File: src/rtl/prog_loader.sv
// Boot-time program loader: consumes a length/words/checksum byte stream, writes
// little-endian 32-bit words into instruction memory, then releases the core.
module prog_loader #(
  parameter int ADDR_W = 8,
  parameter int DEPTH  = 256
) (
  input  logic              clk,
  input  logic              rst,
  input  logic              load_en,
  input  logic              reload,
  input  logic              in_valid,
  input  logic [7:0]        in_data,
  output logic              in_ready,
  output logic              mem_we,
  output logic [ADDR_W-1:0] mem_addr,
  output logic [31:0]       mem_wdata,
  output logic              core_rst_n,
  output logic              start,
  output logic              loaded,
  output logic              err,
  output logic [ADDR_W:0]   word_cnt,
  output logic [2:0]        state_dbg
);

  // Byte stream handshake: a byte transfers on a rising edge where
  // in_valid & in_ready are both high; in_ready never depends on in_valid.

  typedef enum logic [2:0] {
    IDLE  = 3'd0,
    HDR   = 3'd1,
    DATA  = 3'd2,
    CHK   = 3'd3,
    START = 3'd4,
    DONE  = 3'd5,
    ERR   = 3'd6
  } state_t;

  localparam logic [ADDR_W:0] DEPTH_W = (ADDR_W + 1)'(DEPTH);

  state_t          state;
  state_t          state_n;
  logic [1:0]      byte_cnt;
  logic [23:0]     word_buf;
  logic [31:0]     chk;
  logic [ADDR_W:0] len;

  logic            accept;
  logic            word_done;
  logic [31:0]     word;
  logic [ADDR_W:0] cnt_inc;
  logic            hdr_ok;
  logic            clr;
  logic            wr;
  logic            ready_n;
  logic            start_n;
  logic            core_rst_n_n;
  logic            loaded_n;
  logic            err_n;

  assign accept    = in_valid & in_ready;
  assign word_done = accept & (byte_cnt == 2'd3);
  assign word      = {in_data, word_buf};
  assign cnt_inc   = word_cnt + 1'b1;
  assign hdr_ok    = (word[31:ADDR_W+1] == '0) && (word[ADDR_W:0] != '0) &&
                     (word[ADDR_W:0] <= DEPTH_W);
  assign state_dbg = state;

  always_comb begin
    state_n = state;
    clr     = 1'b0;
    wr      = 1'b0;
    case (state)
      IDLE: begin
        if (load_en) begin
          state_n = HDR;
          clr     = 1'b1;
        end
      end
      HDR:  if (word_done) state_n = hdr_ok ? DATA : ERR;
      DATA: begin
        // The word_cnt != len guard keeps the counter saturated at len.
        if (word_done && (word_cnt != len)) begin
          wr = 1'b1;
          if (cnt_inc == len) state_n = CHK;
        end
      end
      CHK:   if (word_done) state_n = (word == chk) ? START : ERR;
      START: state_n = DONE;
      DONE:  if (reload) state_n = IDLE;
      ERR:   if (reload) state_n = IDLE;
      default: state_n = IDLE;
    endcase

    // Flag outputs are registered copies of the decode of the next state.
    ready_n      = (state_n == HDR) || (state_n == DATA) || (state_n == CHK);
    start_n      = (state_n == START);
    core_rst_n_n = (state_n == START) || (state_n == DONE);
    loaded_n     = (state_n == DONE);
    err_n        = (state_n == ERR);
  end

  always_ff @(posedge clk or negedge rst) begin
    if (!rst) begin
      state      <= IDLE;
      in_ready   <= 1'b0;
      start      <= 1'b0;
      core_rst_n <= 1'b0;
      loaded     <= 1'b0;
      err        <= 1'b0;
    end else begin
      state      <= state_n;
      in_ready   <= ready_n;
      start      <= start_n;
      core_rst_n <= core_rst_n_n;
      loaded     <= loaded_n;
      err        <= err_n;
    end
  end

  always_ff @(posedge clk or negedge rst) begin
    if (!rst) begin
      byte_cnt  <= 2'd0;
      word_buf  <= 24'd0;
      chk       <= 32'd0;
      len       <= '0;
      word_cnt  <= '0;
      mem_we    <= 1'b0;
      mem_addr  <= '0;
      mem_wdata <= 32'd0;
    end else begin
      mem_we <= wr;
      if (clr) begin
        byte_cnt <= 2'd0;
        chk      <= 32'd0;
        word_cnt <= '0;
      end else if (accept) begin
        byte_cnt <= byte_cnt + 2'd1;
      end
      if (accept) begin
        case (byte_cnt)
          2'd0:    word_buf[7:0]   <= in_data;
          2'd1:    word_buf[15:8]  <= in_data;
          2'd2:    word_buf[23:16] <= in_data;
          default: ;
        endcase
      end
      if ((state == HDR) && word_done && hdr_ok) len <= word[ADDR_W:0];
      if (wr) begin
        mem_addr  <= word_cnt[ADDR_W-1:0];
        mem_wdata <= word;
        chk       <= chk ^ word;
        word_cnt  <= cnt_inc;
      end
    end
  end

endmodule

File: config.mk
export PLATFORM = sky130hd
export DESIGN_NAME = prog_loader
export DESIGN_NICKNAME = d
export VERILOG_FILES = /design/src/rtl/prog_loader.sv
export SDC_FILE = /design/constraint.sdc
export NUM_CORES = 1
export LEC_CHECK = 0
export ABC_AREA = 1
export BUFFER_PORTS_ARGS = -buffer_cell sky130_fd_sc_hd__buf_2
export CORE_ASPECT_RATIO = 1.25
export CORE_UTILIZATION = 53
export CTS_BUF_LIST = sky130_fd_sc_hd__clkbuf_16
export DETAILED_ROUTE_END_ITERATION = 8
export GPL_TIMING_DRIVEN = 0
export PLACE_DENSITY_LB_ADDON = 0.08
export SLEW_MARGIN = 20
export SYNTH_ARGS = -nofsm -noshare
export SYNTH_HDL_FRONTEND = slang
export SYNTH_SLANG_ARGS = --single-unit
File: constraint.sdc
create_clock -name clk -period 1.9 [get_ports clk]
set_clock_uncertainty 0.05 [all_clocks]
set_input_delay 0 -clock clk [delete_from_list [all_inputs] [get_ports clk]]
set_output_delay 0 -clock clk [all_outputs]
set_load 0.03 [all_outputs]
==> After elaboration in Yosys (flattened, before gate mapping) <==
Cells that the tools add are included.
{ "op_classes": {"add_sub_neg": 2, "order_cmp": 1, "eq_ne": 18, "mux": 19, "bitwise": 3, "reduce_logical": 18} }
{ "ops": {"columns": ["operator", "count"], "rows": [
  ["$mux 32", 2],
  ["$eq 32x32->1", 1],
  ["$xor 32x32->32", 1],
  ["$logic_not 23->1", 1],
  ["$mux 3", 7],
  ["$eq 3x3->1 const B", 6],
  ["$mux 9", 2],
  ["$pmux 3 s6", 1],
  ["$eq 3x2->1 const B", 4],
  ["$add 9x1->9 const B", 1],
  ["$eq 9x9->1", 1],
  ["$le 9x9->1 const B", 1],
  ["$ne 9x9->1", 1],
  ["$reduce_bool 9->1", 1],
  ["$eq 3x1->1 const B", 2],
  ["$mux 2", 3],
  ["$reduce_and 2->1", 3],
  ["$logic_and 1x1->1", 5],
  ["$eq 2x2->1 const B", 2],
  ["$mux 1", 4],
  ["$reduce_bool 2->1", 2],
  ["$logic_not 3->1", 1],
  ["$logic_or 1x1->1", 3],
  ["$add 2x1->2 const B", 1],
  ["other kinds (4)", 5]
]} }
{ "totals": {"regBits": 125, "in_bits": 13, "out_inout_bits": 58, "elab_cells": 77} }

==> Depth between registers and ports, before layout <==
{ "logic_depth": {"word_depth": 9, "mapped_depth": 14, "depth_no_buf": 14} }

==> Least setup slack after synthesis <==
Ideal clock, no wire load.
{ "synth_path": {"path_kind": "register to register", "start": "register word_cnt[1]", "end": "register in_ready", "setup_ps": 118, "arrival_ps": 1620, "required_time_ps": 1732, "slack_ps": 112, "stages_incl_launch_ff": 11, "path_buffers": 0, "period_less_slack_ps": 1788, "path_cell_list": "dfrtp_1 -> ha_1 -> nand3_1 -> nor2_4 -> nand3_1 -> nor2_1 -> nor2_1 -> nand3_1 -> nand2_1 -> nor2_1 -> nor2_1"} }
{ "synth_between": {"elab_chain_cells": 8, "elab_cells_between_ends": 12, "cone_classes": "add/sub (1); eq/ne (5); mux (3); reduce/logical (3)"} }
{ "synth_rtl": {"columns": ["element", "line", "text"], "rows": [
  ["start, declared", "21", "output logic [ADDR_W:0] word_cnt,"],
  ["start signal, assigned", "152", "word_cnt <= cnt_inc;"],
  ["$add 9x1->9", "63", "assign cnt_inc = word_cnt + 1'b1;"],
  ["$eq 9x9->1", "84", "if (cnt_inc == len) state_n = CHK;"],
  ["$mux 3", "84", null],
  ["$mux 3 (*)", "82", "if (word_done && (word_cnt != len)) begin"],
  ["$pmux 3 s6 (*)", "72", "case (state)"],
  ["net state_n[0]", "41", "state_t state_n;"],
  ["$eq 3x1->1 / $eq 3x2->1 (equally long branches)", "95", "ready_n = (state_n == HDR) || (state_n == DATA) || (state_n == CHK);"],
  ["$logic_or 1x1->1", "95", null],
  ["$logic_or 1x1->1 (*)", "95", null],
  ["net ready_n", "54", "logic ready_n;"],
  ["end signal, assigned", "112", "in_ready <= ready_n;"],
  ["end, declared", "13", "output logic in_ready,"]
]} }
The timed path passes the listed nets; every way through them passes the cells marked *.
A chain may end at the register's enable or synchronous reset.

==> Final worst setup path <==
{ "layout_path": {"start": "register word_cnt[0]", "end": "register in_ready"} }
The elaborated chain is that of the path after synthesis.

==> run summary <==
htree depth: 4
global-route wire length before repair: 23,900 um
# diodes: 0
clock latency on the worst-skew pair: 410 ps
largest area contributor in the netlist: dfrtp_1
Slew headroom: 65.1%
via count: 4,830
CP Buf/Inv Count: 0
RePlAce Congestion: 0.866
grt total ovfl: 0
clock power share: 34.2%
Tcrit/Tclk final: 94.1%
multi-input combinational cell area: 2270 um^2
Worst path slowest cell: dfrtp_2
CP Launch Type: register
RR Endpoint: in_ready
highest clock rate: 559 MHz
IO buf count: 70
post-DP HPWL: 10,300 um
FF-to-FF setup slack: 110 ps
DRT Pass-1 Iters: 5
worst path required time: 2190 ps
Largest delay share family, worst path: simple AND/OR/NAND/NOR gates
Worst Path Max Fanout: 6
Post-DP Area: 6310 um^2
final setup fails: 0
Die W: 95.3 um
setup TNS: 0 ps
CTS tree: yes
NetSw: 3.23 mW
Sw Share: 35.2%
critical path class: reg2reg
Synth area leaders: dfrtp_1 54%, nand2_1 14%, o21ai_0 4.7%
register area: 3130 um^2
R2R cell count: 11
Post-Synthesis Cells: 673
Detail Route Antenna Nets: 0
GRT Util Overall: 28.2%
synthesis-to-finish area growth: 23.0%
Distinct cells, synth: 34
Seq/Total Area, Yosys: 54.3%
# fillers: 889
Detailed Route WL: 14,700 um
Yosys top cell area share: 54.3%
Nets: 793
full die area: 11,300 um^2
Clock transition at path regs: 60 ps
Initial Util: 54.5%
maximum buffer depth of the clock tree: 2
slowest stage delay, CP: 420 ps
WL/cell: 16.0 um
P_leak: 3.65 nW
Int Pwr: 5.94 mW
initial DRC count: 303
Overall Power: 9.17 mW
Cells after DPL: 876
run status: finished clean
Crit path arrival time: 2080 ps
CP endpoint kind: register
initial antenna violation count: 0
Post-route DRC: 0
Levels on crit path: 11
# IOs: 71
Hold Path Class: in2reg
FP Rows: 42
largest net degree at the start of global routing: 72
#FFs+latches synth: 125
RR Startpoint: word_cnt[0]
clk sinks: 125
Crit path top cell by count: nand3_2
vias per cell: 5.25
crit path to: in_ready
Root Driver: clkbuf_16
Worst-Margin Slew: 524 ps
vias in the first global route: 4,845
Final Instance Area: 7090 um^2
Slew Viols, Final: 0
layout cell share with drive strength beyond 1: 18.7%
Comb power frac: 26.6%
Die Y-Extent: 119 um
pwr/cell area: 1290 nW/um^2
MaxCap Viol Count: 0
Mapped Nets: 691
Post-Syn Area: 5760 um^2
Yosys warning total: 0
TritonCTS Buffers: 17
Hold Violations, Final: 0
core area: 10,600 um^2
Worst VDD drop: 0.791 mV
Reg power frac: 39.2%
Post-Layout Cell Count: 920
Critical Path Source: word_cnt[0]
Synth Area per Inst: 8.56 um^2
Tmin final: 1790 ps
cell breakdown of the critical path: ha_2 -> nand3_2 -> nor2_4 -> nand3_2 -> nand2_1 -> nand2_1 -> nor2_2 -> nand3_2 -> nand2_2 -> nor2_1 -> nor2_1
## metrics by stage
step / utilization [%] / hold slack (ps) / setup WS (ps)
3_5_place_dp: 59.7 / -52.0 / -68.7
3_3_place_gp: 59.4 / 286 / -781
5_1_grt: 67.1 / 85.0 / -2.71
2_1_floorplan: - / -346 / 112
4_1_cts: 66.4 / 29.0 / 8.26
6_report: 67.1 / 26.2 / 111
## layout make-up
class,count,area share (%)
flip-flops and latches,125,44.2
multi-input cells,455,32.1
repair buffers,84,7.22
clock buffers,17,6.00
inverters,71,3.76
plain buffers,21,2.40
well taps,132,2.33
clock inverters,15,2.00
## worst min path at each step
stage,from,end,slack (ps),cells past startpoint
6_report,load_en,state_dbg[0],30,5
5_1_grt,load_en,state_dbg[0],90,5
4_1_cts,load_en,byte_cnt[1],30,6
3_5_place_dp,rst,mem_addr[5],-50,1
3_3_place_gp,in_valid,byte_cnt[0],290,4
2_1_floorplan,rst,byte_cnt[0],-350,0
## cells by family after synthesis
group	synth area share, %
AOI/OAI and AO/OA	10.4
xor gates and xnor gates	4.56
adders and majority gates	1.09
buffers and inverters	7.40
DFF	54.3
and+or+nand+nor	22.3
## synthesized netlist by cell type
cell and number:
ha_1 5, a211oi_1 1, buf_8 1, nor2_4 1, buf_2 4, o21ai_1 38, nand3_1 34, nor3_1 2
nor4_4 1, a31oi_1 2, o21ai_0 54, dfrtp_1 125, clkbuf_2 1, inv_1 66, buf_6 5, nand2_1 210
and2_1 1, a21oi_1 2, nand2_4 2, nand4_1 6, xnor2_1 21, nor3_2 1, buf_4 6, inv_2 5
nor2_1 40, o22ai_1 16, nor4_1 2, nand2_2 2, nand3b_1 2, nor2_2 1, nand3_2 1, xor2_1 9
o21bai_1 1, clkbuf_1 5
## registers in the layout (all words and copies together) (netlist names)
signal,count
mem_we,1
loaded,1
mem_addr,8
word_buf,24
byte_cnt,2
chk,32
err,1
len,9
word_cnt,9
start,1
core_rst_n,1
in_ready,1
state_dbg,3
mem_wdata,32
## per-layer routing
metal	track usage (%)	share of wire, %	vias up
li1	-	-	2361
met1	33.7	41	2331
met2	47.7	52	103
met3	5.60	4.0	35
met4	13.4	3.1	0
met5	0	0	-
## power by group through the flow
| stage | clock network [mW] | logic (mW) | registers [mW] |
|---|---|---|---|
| 3_3_place_gp | 0 | 2.27 | 3.59 |
| 2_1_floorplan | 0 | 1.34 | 3.86 |
| 6_report | 3.14 | 2.44 | 3.60 |
| 4_1_cts | 3.15 | 2.42 | 3.58 |
| 5_1_grt | 3.27 | 2.74 | 3.66 |
| 3_5_place_dp | 0 | 2.34 | 3.62 |
## cell usage in the layout, fill, tap and decap left out, types with 2 or more instances in the layout
master / count
a21oi_1: 2
o21ai_0: 53
buf_2: 71
nor4_1: 2
o22ai_1: 16
clkbuf_1: 3
clkbuf_2: 2
nor2_4: 2
xor2_1: 8
o21ai_1: 39
nor3_1: 2
dfrtp_2: 5
nand3b_1: 2
a31oi_1: 2
bufinv_16: 3
nand4_1: 6
nand2_1: 208
inv_1: 71
dfrtp_1: 120
buf_6: 8
nand2_4: 2
buf_4: 7
dlygate4sd3_1: 12
clkbuf_16: 17
ha_1: 4
nand3_1: 30
inv_2: 6
nand2_2: 4
nor2_1: 36
nand3_2: 4
clkinv_2: 5
xnor2_1: 21
nor2_2: 4
## timing repair
| item | in CTS | in global routing |
|---|---|---|
| setup buffers | 0 | 1 |
| setup endpoints to repair | 31 | 58 |
| hold buffers | 12 | 0 |
| hold endpoints to repair | 153 | 0 |
| resized for setup | 7 | 23 |
| pin swaps | 1 | 0 |
## tightest hold or removal path, stage by stage
cell and delay [ps]:
buf_2 70, inv_1 70, a21oi_1 150, a211oi_1 70, nand2_2 90
Note: power is estimated with default switching activity, not from simulation.
